==> src/rtl/seg7_pkg.sv <==
// ============================================================================
// Module      : seg7_pkg
// Description : Shared glyph codes, digit enables and arbiter state encoding
//               for the 4-digit 7-segment display blocks.
// Revision    : 1.0 - initial release
// ============================================================================
`default_nettype none

package seg7_pkg;

  localparam logic [3:0] GLYPH_P     = 4'd10;
  localparam logic [3:0] GLYPH_UP    = 4'd11;
  localparam logic [3:0] GLYPH_DOWN  = 4'd12;
  localparam logic [3:0] GLYPH_DASH  = 4'd13;
  localparam logic [3:0] GLYPH_BLANK = 4'd15;

  localparam logic [3:0] DIG0 = 4'b1110;
  localparam logic [3:0] DIG1 = 4'b1101;
  localparam logic [3:0] DIG2 = 4'b1011;
  localparam logic [3:0] DIG3 = 4'b0111;

  localparam logic [6:0] SEG_OFF = 7'h7F;

  typedef enum logic [0:0] {
    BASE = 1'b0,
    OVL  = 1'b1
  } arb_state_t;

  // One-cold digit enable for a scan index; never more than one zero bit.
  function automatic logic [3:0] dig_enable(input logic [1:0] idx);
    logic [3:0] en;
    case (idx)
      2'd0:    en = DIG0;
      2'd1:    en = DIG1;
      2'd2:    en = DIG2;
      default: en = DIG3;
    endcase
    return en;
  endfunction

endpackage

`default_nettype wire

==> src/rtl/seg7_glyph_decode.sv <==
// ============================================================================
// Module      : seg7_glyph_decode
// Description : 4-bit glyph code to active-low segments (bit6=g .. bit0=a).
// Revision    : 1.0 - initial release
// ============================================================================
`default_nettype none

module seg7_glyph_decode
  import seg7_pkg::*;
(
  input  logic [3:0] code,
  output logic [6:0] seg
);

  always_comb begin
    seg = SEG_OFF;
    case (code)
      4'd0:       seg = 7'b1000000;
      4'd1:       seg = 7'b1111001;
      4'd2:       seg = 7'b0100100;
      4'd3:       seg = 7'b0110000;
      4'd4:       seg = 7'b0011001;
      4'd5:       seg = 7'b0010010;
      4'd6:       seg = 7'b0000010;
      4'd7:       seg = 7'b1111000;
      4'd8:       seg = 7'b0000000;
      4'd9:       seg = 7'b0010000;
      GLYPH_P:    seg = 7'b0001100;
      // Direction markers: top bar for up, bottom bar for down.
      GLYPH_UP:   seg = 7'b1111110;
      GLYPH_DOWN: seg = 7'b1110111;
      GLYPH_DASH: seg = 7'b0111111;
      default:    seg = SEG_OFF;
    endcase
  end

endmodule

`default_nettype wire

==> src/rtl/seg_display_arbiter.sv <==
// ============================================================================
// Module      : seg_display_arbiter
// Description : Scans a 4-digit 7-segment display, arbitrating between a live
//               base code and a timed overlay message, with blink gating.
// Revision    : 1.0 - initial release
// ============================================================================
`default_nettype none

module seg_display_arbiter
  import seg7_pkg::*;
#(
  parameter int SCAN_DIV  = 2500,
  parameter int BLINK_DIV = 50000000,
  parameter int OVL_HOLD  = 100000000
) (
  input  logic        clk,
  input  logic        rst,
  input  logic [15:0] base_code,
  input  logic [3:0]  blank_mask,
  input  logic        ovl_req,
  input  logic [15:0] ovl_code,
  input  logic        ovl_cancel,
  input  logic        blink_en,
  output logic        ovl_busy,
  output logic        ovl_ack,
  output logic [3:0]  DIGIT,
  output logic [6:0]  DISPLAY
);

  localparam int c_scan_w  = $clog2(SCAN_DIV);
  localparam int c_blink_w = $clog2(BLINK_DIV);
  localparam int c_hold_w  = $clog2(OVL_HOLD);

  localparam logic [c_scan_w-1:0]  c_scan_last  = c_scan_w'(SCAN_DIV - 1);
  localparam logic [c_blink_w-1:0] c_blink_last = c_blink_w'(BLINK_DIV - 1);
  localparam logic [c_hold_w-1:0]  c_hold_last  = c_hold_w'(OVL_HOLD - 1);

  arb_state_t           r_state;
  logic [c_scan_w-1:0]  r_scan_cnt;
  logic [1:0]           r_idx;
  logic [c_hold_w-1:0]  r_hold_cnt;
  logic [c_blink_w-1:0] r_blink_cnt;
  logic                 r_blink_off;
  logic [15:0]          r_ovl_code;

  logic [3:0] w_base_nib;
  logic [3:0] w_ovl_nib;
  logic [3:0] w_glyph;
  logic [6:0] w_seg;
  logic       w_blank_now;

  assign w_base_nib = base_code[{r_idx, 2'b00} +: 4];
  assign w_ovl_nib  = r_ovl_code[{r_idx, 2'b00} +: 4];

  // Blank mask only ever hides base digits; overlay glyphs are shown as sent.
  always_comb begin
    w_glyph = w_base_nib;
    if (r_state == OVL) begin
      w_glyph = w_ovl_nib;
    end else if (blank_mask[r_idx]) begin
      w_glyph = GLYPH_BLANK;
    end
  end

  // Gating on blink_en lets segments return on the edge blink is dropped.
  assign w_blank_now = blink_en & r_blink_off;

  seg7_glyph_decode u_decode (
    .code (w_glyph),
    .seg  (w_seg)
  );

  always_ff @(posedge clk or negedge rst) begin
    if (!rst) begin
      r_scan_cnt  <= '0;
      r_idx       <= 2'd0;
      r_blink_cnt <= '0;
      r_blink_off <= 1'b0;
      DIGIT       <= 4'b1111;
      DISPLAY     <= SEG_OFF;
    end else begin
      if (r_scan_cnt == c_scan_last) begin
        r_scan_cnt <= '0;
        r_idx      <= r_idx + 2'd1;
      end else begin
        r_scan_cnt <= r_scan_cnt + c_scan_w'(1);
      end

      if (!blink_en) begin
        r_blink_cnt <= '0;
        r_blink_off <= 1'b0;
      end else if (r_blink_cnt == c_blink_last) begin
        r_blink_cnt <= '0;
        r_blink_off <= ~r_blink_off;
      end else begin
        r_blink_cnt <= r_blink_cnt + c_blink_w'(1);
      end

      DIGIT   <= dig_enable(r_idx);
      DISPLAY <= w_blank_now ? SEG_OFF : w_seg;
    end
  end

  // A request always wins: it retriggers over cancel and over hold expiry.
  always_ff @(posedge clk or negedge rst) begin
    if (!rst) begin
      r_state    <= BASE;
      r_hold_cnt <= '0;
      r_ovl_code <= 16'hFFFF;
      ovl_busy   <= 1'b0;
      ovl_ack    <= 1'b0;
    end else begin
      ovl_ack <= ovl_req;
      if (ovl_req) begin
        r_ovl_code <= ovl_code;
        r_hold_cnt <= '0;
        r_state    <= OVL;
        ovl_busy   <= 1'b1;
      end else if (r_state == OVL) begin
        if (ovl_cancel || (r_hold_cnt == c_hold_last)) begin
          r_hold_cnt <= '0;
          r_state    <= BASE;
          ovl_busy   <= 1'b0;
        end else begin
          r_hold_cnt <= r_hold_cnt + c_hold_w'(1);
        end
      end
    end
  end

endmodule

`default_nettype wire

==> config.mk <==
export PLATFORM = sky130hd
export DESIGN_NAME = seg_display_arbiter
export DESIGN_NICKNAME = d
export VERILOG_FILES = /design/src/rtl/seg7_pkg.sv /design/src/rtl/seg7_glyph_decode.sv /design/src/rtl/seg_display_arbiter.sv
export SDC_FILE = /design/constraint.sdc
export NUM_CORES = 1
export LEC_CHECK = 0
export CORE_MARGIN = 4
export CORE_UTILIZATION = 57
export CTS_BUF_LIST = sky130_fd_sc_hd__clkbuf_16
export CTS_CLUSTER_DIAMETER = 100
export DETAILED_ROUTE_END_ITERATION = 8
export PLACE_DENSITY = 0.86
export REMOVE_ABC_BUFFERS = 1
export SLEW_MARGIN = 25
export SYNTH_ARGS = -nofsm -noshare
export SYNTH_HDL_FRONTEND = slang
export SYNTH_HIERARCHICAL = 1
export SYNTH_SLANG_ARGS = --single-unit
==> constraint.sdc <==
create_clock -name clk -period 2.7 [get_ports clk]
set_input_delay 0.54 -clock clk [delete_from_list [all_inputs] [get_ports clk]]
set_output_delay 0.54 -clock clk [all_outputs]
set_load 0.1 [all_outputs]
### Word-level counts from Yosys, hierarchy flattened

Memory sizes are Yosys's and may differ from the RTL's.
Index checks and enable logic that the tools add are counted.

* add/sub/neg operators: 4
* magnitude comparators: 1
* equality and inequality tests: 6
* shift operators: 2
* muxes and demuxes: 20
* bitwise logic cells: 2
* reductions and logical operators: 5

Operators by type and width (count)
* $mux 27: 3
* $mux 26: 2
* $shiftx 16x5->4: 2
* $add 27x1->27 const B: 1
* $eq 27x27->1 const B: 1
* $add 26x1->26 const B: 1
* $eq 26x26->1 const B: 1
* $add 12x1->12 const B: 1
* $eq 12x12->1 const B: 1
* $mux 12: 1
* $pmux 4 s3: 1
* $mux 1: 9
* $mux 4: 2
* $mux 7: 1
* $reduce_bool 2->1: 2
* $lt 2x3->1 const B: 1
* $add 2x1->2 const B: 1
* $bmux 1 s2: 1
* $eq 2x1->1 const B: 1
* $eq 2x2->1 const B: 1
* $logic_not 2->1: 1
* $ne 2x1->1 const B: 1
* $reduce_and 2->1: 1
* $and 1x1->1: 1
* other kinds (2): 2

* bits in registers: 98
* ROM bits: 112
* input bits: 41
* word-level logic and storage cells: 52
* memories kept: 1

Memories
* (no name shown): words 16, bits a word 7, rd ports 1, clocked after Yosys merged registers in 0, wr ports 0, RTL line seg7_glyph_decode.sv:17 `case (code)`

### Depth between registers and ports, before layout

Gate-level depths: netlist of the first run.
An unclocked memory read counts as a cell.

* depth in word-level cells: 6
* gate-level depth with buffers: 10
* mapped depth without buffers: 9

### Cells and area by module

The synthesis of the first run kept the hierarchy.

Modules (own cells, without submodules)
* seg_display_arbiter: times used 1, cells an instance 439, area an instance 4839.6 sq um
* seg7_glyph_decode: times used 1, cells an instance 33, area an instance 211.5 sq um

### Least setup slack after synthesis of the first run

Ideal clock, no wire load.

* kind: register to register
* start point: register r_idx[0]
* end point: register DISPLAY[3]
* setup time: 0.063 ns
* data arrival time: 2.169 ns
* slack: 0.468 ns
* stages on the path, launching flop included: 11
* path buffers: 1
* cell sequence: dfrtp_1 > buf_2 > mux4_2 > nor3_1 > nor2_1 > inv_1 > ha_1 > nand2_1 > o21ai_1 > o21ai_1 > nand2b_1

* longest elaborated chain between the ends: 6
* elaborated cells on any way between the ends: 8
* classes of those cells: shift (2); mux (5); memory (1)

Ends and longest elaborated chain
* start, declared: RTL line seg_display_arbiter.sv:40 `logic [1:0] r_idx;`
* start signal, assigned: RTL line seg_display_arbiter.sv:84 `r_idx <= r_idx + 2'd1;`
* parallel branches: the longest is 3 deep, another holds $shiftx 16x5->4
* $mux 4 (*): RTL line seg_display_arbiter.sv:58 `if (r_state == OVL) begin`
* via w_glyph[1]: RTL line seg_display_arbiter.sv:48 `logic [3:0] w_glyph;`
* $mem_v2 16x7 (*)
* via w_seg[3]: RTL line seg_display_arbiter.sv:49 `logic [6:0] w_seg;`
* $mux 7 (*): RTL line seg_display_arbiter.sv:100 `DISPLAY <= w_blank_now ? SEG_OFF : w_seg;`
* end signal, assigned: RTL line seg_display_arbiter.sv:100
* end, declared: RTL line seg_display_arbiter.sv:27 `output logic [6:0] DISPLAY`

Mark *: on every way through the listed nets, which the timed path passes. The select of a mux whose other input is x is not followed.
A chain may end at the register's enable or synchronous reset.

### Final worst setup path of the first run

* start point: register r_idx[0]
* end point: register DISPLAY[5]

Same word-level chain as after synthesis.

==> flow_metrics.tcl, run 1 <==
set metrics [dict create \
    outcome "completed" \
    drt_first_iter_violations 175 \
    max_cap_viol_count 0 \
    grt_start_max_net_pins 61 \
    synth_cell_types 50 \
    area.growth.synth_to_final_pct 18.1 \
    synth-seq-cells 98 \
    detailed_placer_s_ending_hpwl_um 7260 \
    synth_most_common_cell "nor2_1" \
    setup-violations-final 0 \
    syn_avg_cell_area_um2 10.7 \
    ys_seq_area_share_pct 49.2 \
    tightest_slew_ns 0.813 \
    io_buffers 53 \
    ys_top_cells_by_count "nor2_1 (75), dfrtp_1 (71), nand2_1 (31), xnor2_1 (31), xor2_1 (28)" \
    ys_dominant_reg_cell "dfrtp_1" \
    resized_gates_after_cts 0 \
    rows 34 \
    synth_top_cell_by_area "dfrtp_1" \
    layout.cell_area.non_filler_um2 5960 \
    cts.sink_count 98 \
    clk_pin_slew_ns 0.07 \
    vias_in_the_first_global_route 3607 \
    finalHoldViolations 0 \
    worst_skew_pair.late_latency_ns 0.33 \
    viasPerCell 5.71 \
    endpoint_kind "flip-flop" \
    final_min_period_over_clock_period_pct 91.9 \
    tritoncts "done" \
    ff2ff_path_depth 9 \
    total_power_w 0.00343 \
    setup_repair_after_global_routing_missed_its_margin "no" \
    timing_max_transition_violations_final 0 \
    drive_above_1_share_pct 19.7 \
    path_max_fanout 7 \
    boundaryPins 54 \
    setup.worst_path.class "reg -> reg" \
    residual_drc 0 \
    yosys.area.top_type_share_pct 35.2 \
    finalNetCount 582 \
    antenna_violations_before_repair 0 \
    critical_path_required_ns 2.96 \
    die-width_um 102 \
    synthArstFlopShare_pct 100 \
    synthCells 472 \
    ys.warnings.count 6 \
    detailroute.via_count 3666 \
    initial_utilization_pct 58.2 \
    final_core_util_pct 68.7 \
    cts.root.buffer_cell "clkbuf_16" \
    achievable-frequency_mhz 403 \
    gpl.final_weighted_congestion 0.815 \
    floorplan.die_area_um2 10400 \
    power_per_cell_area_nw_per_um2 575 \
    maxSlewHeadroom_pct 45.6 \
    cts_buffers 9 \
    htreeDepth 3 \
    leakage_nw 2.43 \
    clk_path_buf_depth 2 \
    overflow 0 \
    cts.hold.buffers_added 0 \
    sort_of_element_at_the_start_of_the_critical_path "flip-flop" \
    num_antenna_cells 0 \
    timing.critical_path.arrival_ns 2.74 \
    synth_edf_count 0 \
    finalCriticalPeriod_ns 2.48 \
    timing.clock.skew_ns 0.00512 \
    drt-total-wl_um 10600 \
    core_region_area_um2 8680 \
    holdCritPathClass "in -> async" \
    grt_pass1_wl_um 17300 \
    fin_hold_ws_ns 0.250 \
    syn_area_um2 5050 \
    grt.total_usage_pct 21.1 \
    drt-pass1-iter-count 5 \
    setup.reg_to_reg.worst_slack_ns 0.22 \
    fp.dieH_um 102 \
    rr_startpoint "r_idx[0]" \
    ys_top_cells_by_area "dfrtp_1 (35%), dfstp_2 (14%), nor2_1 (5.6%)" \
    wl_per_cell_um 16.5 \
    detailed_place.area_um2 5650 \
    cts_setup_buffers 0 \
    antenna_left 0 \
    peakVddDrop_uv 426 \
    r2r_end "DISPLAY[5]" \
]
-- through the flow --
step,TNS (ns),worst slack (ns),instances
floorplan,0,0.380,455
global placement,0,0.0995,626
detailed placement,-0.0305,-0.0305,626
CTS,0,0.217,642
global route,0,0.0924,642
finish,0,0.220,642
-- state kept, by name (all words and copies together) (netlist names) --
signal       cells
r_blink_off      1
ovl_busy         1
r_ovl_code      16
r_hold_cnt      27
DISPLAY          7
ovl_ack          1
r_idx            2
r_scan_cnt      12
DIGIT            4
r_state          1
r_blink_cnt     26
-- cells by family (layout without fill, tap and decap cells) --
group	after synthesis	after routing	synth area share (%)
adder cells (fa/ha/maj)	12	12	2.97
XOR/XNOR	59	59	10.2
flip-flops	98	98	49.2
buffers and inverters	31	93	3.22
AO/OA/AOI/OAI	25	25	3.37
multiplexers	26	26	7.78
AND/OR/NAND/NOR	221	221	23.2
-- power by group --
group	switching [W]	internal [W]
clock network	0.000549	0.000812
registers	0.0000305	0.00155
logic	0.000318	0.000165
-- worst max-delay path by stage --
stage,start,endpoint,slack [ns],depth (start not counted)
after detailed placement,blank_mask[2],DISPLAY[3],-0.03,10
after global routing,r_idx[0],DISPLAY[6],0.09,8
after floorplan,r_idx[0],DISPLAY[3],0.38,9
final,r_idx[0],DISPLAY[5],0.22,9
after CTS,r_idx[0],DISPLAY[3],0.22,9
after global placement,blank_mask[2],DISPLAY[3],0.1,10
-- routing by layer --
metal | wire [um] | GRT usage (%) | vias up
met1 | 4300 | 27.0 | 1825
met5 | 0 | 0 | -
li1 | - | - | 1742
met3 | 522 | 4.78 | 11
met4 | 108 | 4.54 | 0
met2 | 5640 | 36.8 | 88
-- layout by cell type (no fill, tap or decap), drive strengths merged, types with 15 or more instances in the layout --
| cell type | synthesis | layout |
|---|---|---|
| xor2 | 28 | 28 |
| nand3 | 29 | 29 |
| clkdlybuf4s50 | 0 | 39 |
| nor2 | 75 | 75 |
| xnor2 | 31 | 31 |
| dfstp | 27 | 27 |
| mux2 | 16 | 16 |
| buf | 10 | 24 |
| nand2 | 32 | 32 |
| nand4 | 15 | 15 |
| inv | 13 | 16 |
| dfrtp | 71 | 71 |
-- critical path, cell delays in order (launching register included) --
cell      delay [ns]
dfrtp_1         0.58
mux4_2          0.63
nor3_1          0.19
nor2_1          0.13
inv_1           0.19
ha_1            0.21
inv_1           0.06
o21ai_1         0.14
o21ai_1         0.08
nand2b_1        0.18
-- area by class of cell --
class	instances	area, um^2
clock buffer	9	225
clock inverter	7	91.3
fill	627	2720
inverter	14	52.6
multi-input combinational	343	2400
sequential	98	2490
tap	108	135
timing repair buffer	63	571
Power figures use the tool's default switching activity.
==> run 2: changes to the inputs <==
Settings changed: SKIP_CTS_REPAIR_TIMING from default to 1.
==> results of run 2 <==
Same layout as run 1: the final DEF is identical, and so are final timing and power.
==> RTL edit 1, RTL diff (config.mk and constraints of run 1) <==
Set the parameter `SCAN_DIV` to 625 (it was 2500).
--- a/src/rtl/seg_display_arbiter.sv
+++ b/src/rtl/seg_display_arbiter.sv
@@ -10,5 +10,5 @@
   import seg7_pkg::*;
 #(
-  parameter int SCAN_DIV  = 2500,
+  parameter int SCAN_DIV  = 625,
   parameter int BLINK_DIV = 50000000,
   parameter int OVL_HOLD  = 100000000
Check against the original RTL: no difference found for any inputs over 10 cycles, from zero or initial values and one cycle with rst low; that may be too few to reach the edited logic, so the function may still have changed.
==> RTL edit 1 against run 1 <==
- die area decreased by 1.5%
- worst setup slack improved by 120 ps
- sequential share of layout area decreased by 0.15 points
- cell area decreased by 1.6%
- synthesized area decreased by 1.6%
- sequential cell count decreased by 2
- routed wire length increased by 2.4%
- total power decreased by 3.1%
- critical endpoint is now DISPLAY[3]
- largest power group unchanged
==> RTL edit 1: results (changes against run 1) <==
[run_status]
status=finished, final reports clean

[sta]
whs_ps=250  ; -0.0110 ps
skew_ps=13.2  ; +8.08 ps
min_period_ps=2360  ; -124 ps
slew_headroom=0.524  ; +0.0680

[setup_path]
cp_top_family=simple AND/OR/NAND/NOR gates
path_class=reg2reg
crit_slowest_cell=dfrtp_2
slowest_delay_ps=490  ; -140 ps
r2r_slack_ps=340  ; +120 ps
r2r_end=DISPLAY[3]
r2r_start=r_idx[0]
rr_worst_depth=10  ; +1
crit_arrival_ps=2620  ; -120 ps

[pwr]
leakage_nw=2.47  ; +1.5%
ir_drop_uv=357  ; -16%

[routing]
met3WireLength_um=479  ; -8.2%
post_drt_wl_per_cell_um=17.1  ; +3.9%
dr_total_vias=3679  ; +0.35%
wl_met1_um=4240  ; -1.4%
route.met2.wl_um=5860  ; +4.0%
drt_iter0_drc=196  ; +12%

[layout]
fin_util=0.703  ; +0.0163
design.seq.count=96  ; -2.0%
buf_share=0.0968  ; +0.00114
clk_share=0.0531  ; about the same
n_all_inverters=18  ; +4
nFillCells=593  ; -5.4%
fin_cells=633  ; -1.4%
drive_gt1_frac=0.197  ; +0.000340
multi_input_gates=337  ; -1.7%
buffers_excl_clock=61  ; -3.2%
fin_nets=577  ; -0.86%
multi_input_area_share=0.401  ; -0.00213
seq-cell-share=0.415  ; -0.00147

[floorplanning]
rows=33  ; -2.9%

[clock_tree]
cts_root_buf=clkbuf_16
clk_latency_ps=350  ; +20 ps

[grt]
use_met3=0.0482  ; +0.000428
grt_start_max_net_pins=57  ; -6.6%
use_met1=0.277  ; +0.00708
grt_pass1_vias=3864  ; +7.1%
grt_pass1_wl_um=18300  ; +5.4%
grt_use_met2=0.394  ; +0.0261
track_usage=0.225  ; +0.0141

[place]
hpwl_um=7410  ; +2.2%
place_area_um2=5550  ; -1.6%
gp_congestion=0.864  ; +6.0%
post-place-cells=617  ; -1.4%
pre_cts_ws_ps=82.9  ; +113 ps

[yosys]
synthTopCellsByCount=71 x nor2_1, 69 x dfrtp_1, 39 x xor2_1
synthCells=469  ; -0.64%
synth.area.top_cells=dfrtp_1 35%, dfstp_2 14%, xor2_1 6.9%, nor2_1 5.4%, mux4_2 4.1%
ys_seq_area_frac=0.490  ; -0.00214
synth_cell_types=49  ; -2.0%

-- RTL edit 1: cell count changes after synthesis, moves of 5 or more --
| cell | before | now |
|---|---|---|
| o21ai_0 | 2 | 7 |
| inv_1 | 12 | 17 |
| xor2_1 | 28 | 39 |
| nor4_1 | 9 | 3 |
| clkbuf_1 | 7 | 2 |
| nand4_1 | 14 | 20 |
| xnor2_1 | 31 | 14 |
-- RTL edit 1: where the power goes --
part           internal (mW)  leakage, nW  switching (mW)  total [mW]
combinational          0.171         1.10           0.318       0.489
sequential              1.52         1.22          0.0294        1.55
clock                  0.661        0.150           0.618        1.28
-- RTL edit 1: cell families after synthesis --
kind of cell | synth area share
flip-flops | 0.490
XOR/XNOR | 0.0934
multiplexers | 0.0813
AO/OA/AOI/OAI | 0.0463
buffers and inverters | 0.0370
adder cells (fa/ha/maj) | 0.0327
AND/OR/NAND/NOR | 0.219
==> RTL edit 2, RTL diff (settings of run 1) <==
Made on the original files. Remove the register `DIGIT`: a continuous assignment takes its place, so the output `DIGIT` follows one clock earlier.
--- a/src/rtl/seg_display_arbiter.sv
+++ b/src/rtl/seg_display_arbiter.sv
@@ -77,5 +77,4 @@
       r_blink_cnt <= '0;
       r_blink_off <= 1'b0;
-      DIGIT       <= 4'b1111;
       DISPLAY     <= SEG_OFF;
     end else begin
@@ -97,8 +96,9 @@
       end
 
-      DIGIT   <= dig_enable(r_idx);
       DISPLAY <= w_blank_now ? SEG_OFF : w_seg;
     end
   end
+
+  assign DIGIT = dig_enable(r_idx);
 
   // A request always wins: it retriggers over cancel and over hold expiry.
Function: changed (Yosys sat finds a counterexample within 4 cycles, from zero or initial values and one cycle with rst low).
==> RTL edit 2 against run 1 <==
- total power fell by 5.0%
- cell area rose by 1.2%
- critical endpoint is now DISPLAY[6]
- clock power decreased by 9.6%
- clock skew grew 1.8 ps
- sequential power down 4%
- synthesized area up 1.1%
- sequential share of layout area is 2.2 points lower
- non-clock buffer count rose by 2
- sequential cell count decreased by 4
- routed wire length up 6.9%
- synthesized cell count is 3.0% higher
- combinational power up 4.6%
- worst setup slack improved by 51 ps
==> RTL edit 2: results (changes against run 1) <==
[run_status]
status=finished, final reports clean

[grt]
use_met1=0.283  ; +0.0129
grt_pass1_vias=4006  ; +11%
grt_pass1_wl_um=19100  ; +10%
grt_use_met2=0.404  ; +0.0359
track_usage=0.227  ; +0.0156
use_met3=0.0474  ; -0.000420
grt_start_max_net_pins=42  ; -31%

[place]
hpwl_um=8060  ; +11%
gp_congestion=0.845  ; +3.7%
pre_cts_ws_ps=38.1  ; +68.6 ps

[setup_path]
slowest_delay_ps=690  ; +60 ps
cp_top_family=simple AND/OR/NAND/NOR gates
crit_slowest_cell=dfrtp_1
endpoint=DISPLAY[6]
crit_arrival_ps=2700  ; -40 ps
r2r_start=r_idx[1]
r2r_end=DISPLAY[6]

[routing]
drt_iter0_drc=174  ; -0.57%
wl_um=11300  ; +6.9%
met3WireLength_um=419  ; -20%
route.met2.wl_um=5950  ; +5.6%
avgViaCountPerCell=6.19  ; +8.4%
wl_met1_um=4740  ; +10%
post_drt_wl_per_cell_um=17.5  ; +6.2%

[sta]
skew_ps=6.95  ; +1.83 ps
setup_ws_ps=271  ; +51.4 ps

[pwr]
leakage_nw=2.33  ; -4.4%
ir_drop_uv=468  ; +9.9%

[clock_tree]
cts_hold_buf=0  ; unchanged

[yosys]
synth_cell_types=54  ; +8.0%
syn_avg_cell_area_um2=10.5  ; -1.8%
ys_seq_area_frac=0.466  ; -0.0261
synth.area.top_cells=dfrtp_1 35%, dfstp_2 12%, mux4_2 4.0%, mux2_2 3.5%, xnor2_1 3.4%
synthTopCellsByCount=71 x dfrtp_1, 32 x nor2_1, 31 x nand2_1, 23 x dfstp_2, 21 x clkbuf_1

[layout]
drive_gt1_frac=0.197  ; +0.000397

-- RTL edit 2: area by class of cell --
cell class,instances,area [um2]
fill,604,2690
multi-input combinational,342,2510
sequential,94,2380
timing repair buffer,65,631
clock buffer,9,225
tap,108,135
inverter,21,78.8
clock inverter,7,65.1
-- RTL edit 2: kinds of logic (layout without fill, tap and decap cells) --
kind of cell / after synthesis / after routing / synth area share
xor gates and xnor gates: 33 / 33 / 0.0566
and+or+nand+nor: 180 / 180 / 0.200
DFF: 94 / 94 / 0.466
adders and majority gates: 12 / 12 / 0.0294
buffers and inverters: 50 / 102 / 0.0416
AOI/OAI and AO/OA: 91 / 91 / 0.129
muxes: 26 / 26 / 0.0769
-- RTL edit 2: repair_timing --
item / in CTS / in global routing
resized for setup: 0 / 1
buffers inserted: 0 / 0
setup endpoints to repair: 0 / 1
-- RTL edit 2: where the power goes --
group,internal [mW],switching [mW],total [mW]
clock,0.647,0.581,1.23
combinational,0.173,0.331,0.505
sequential,1.49,0.0291,1.52
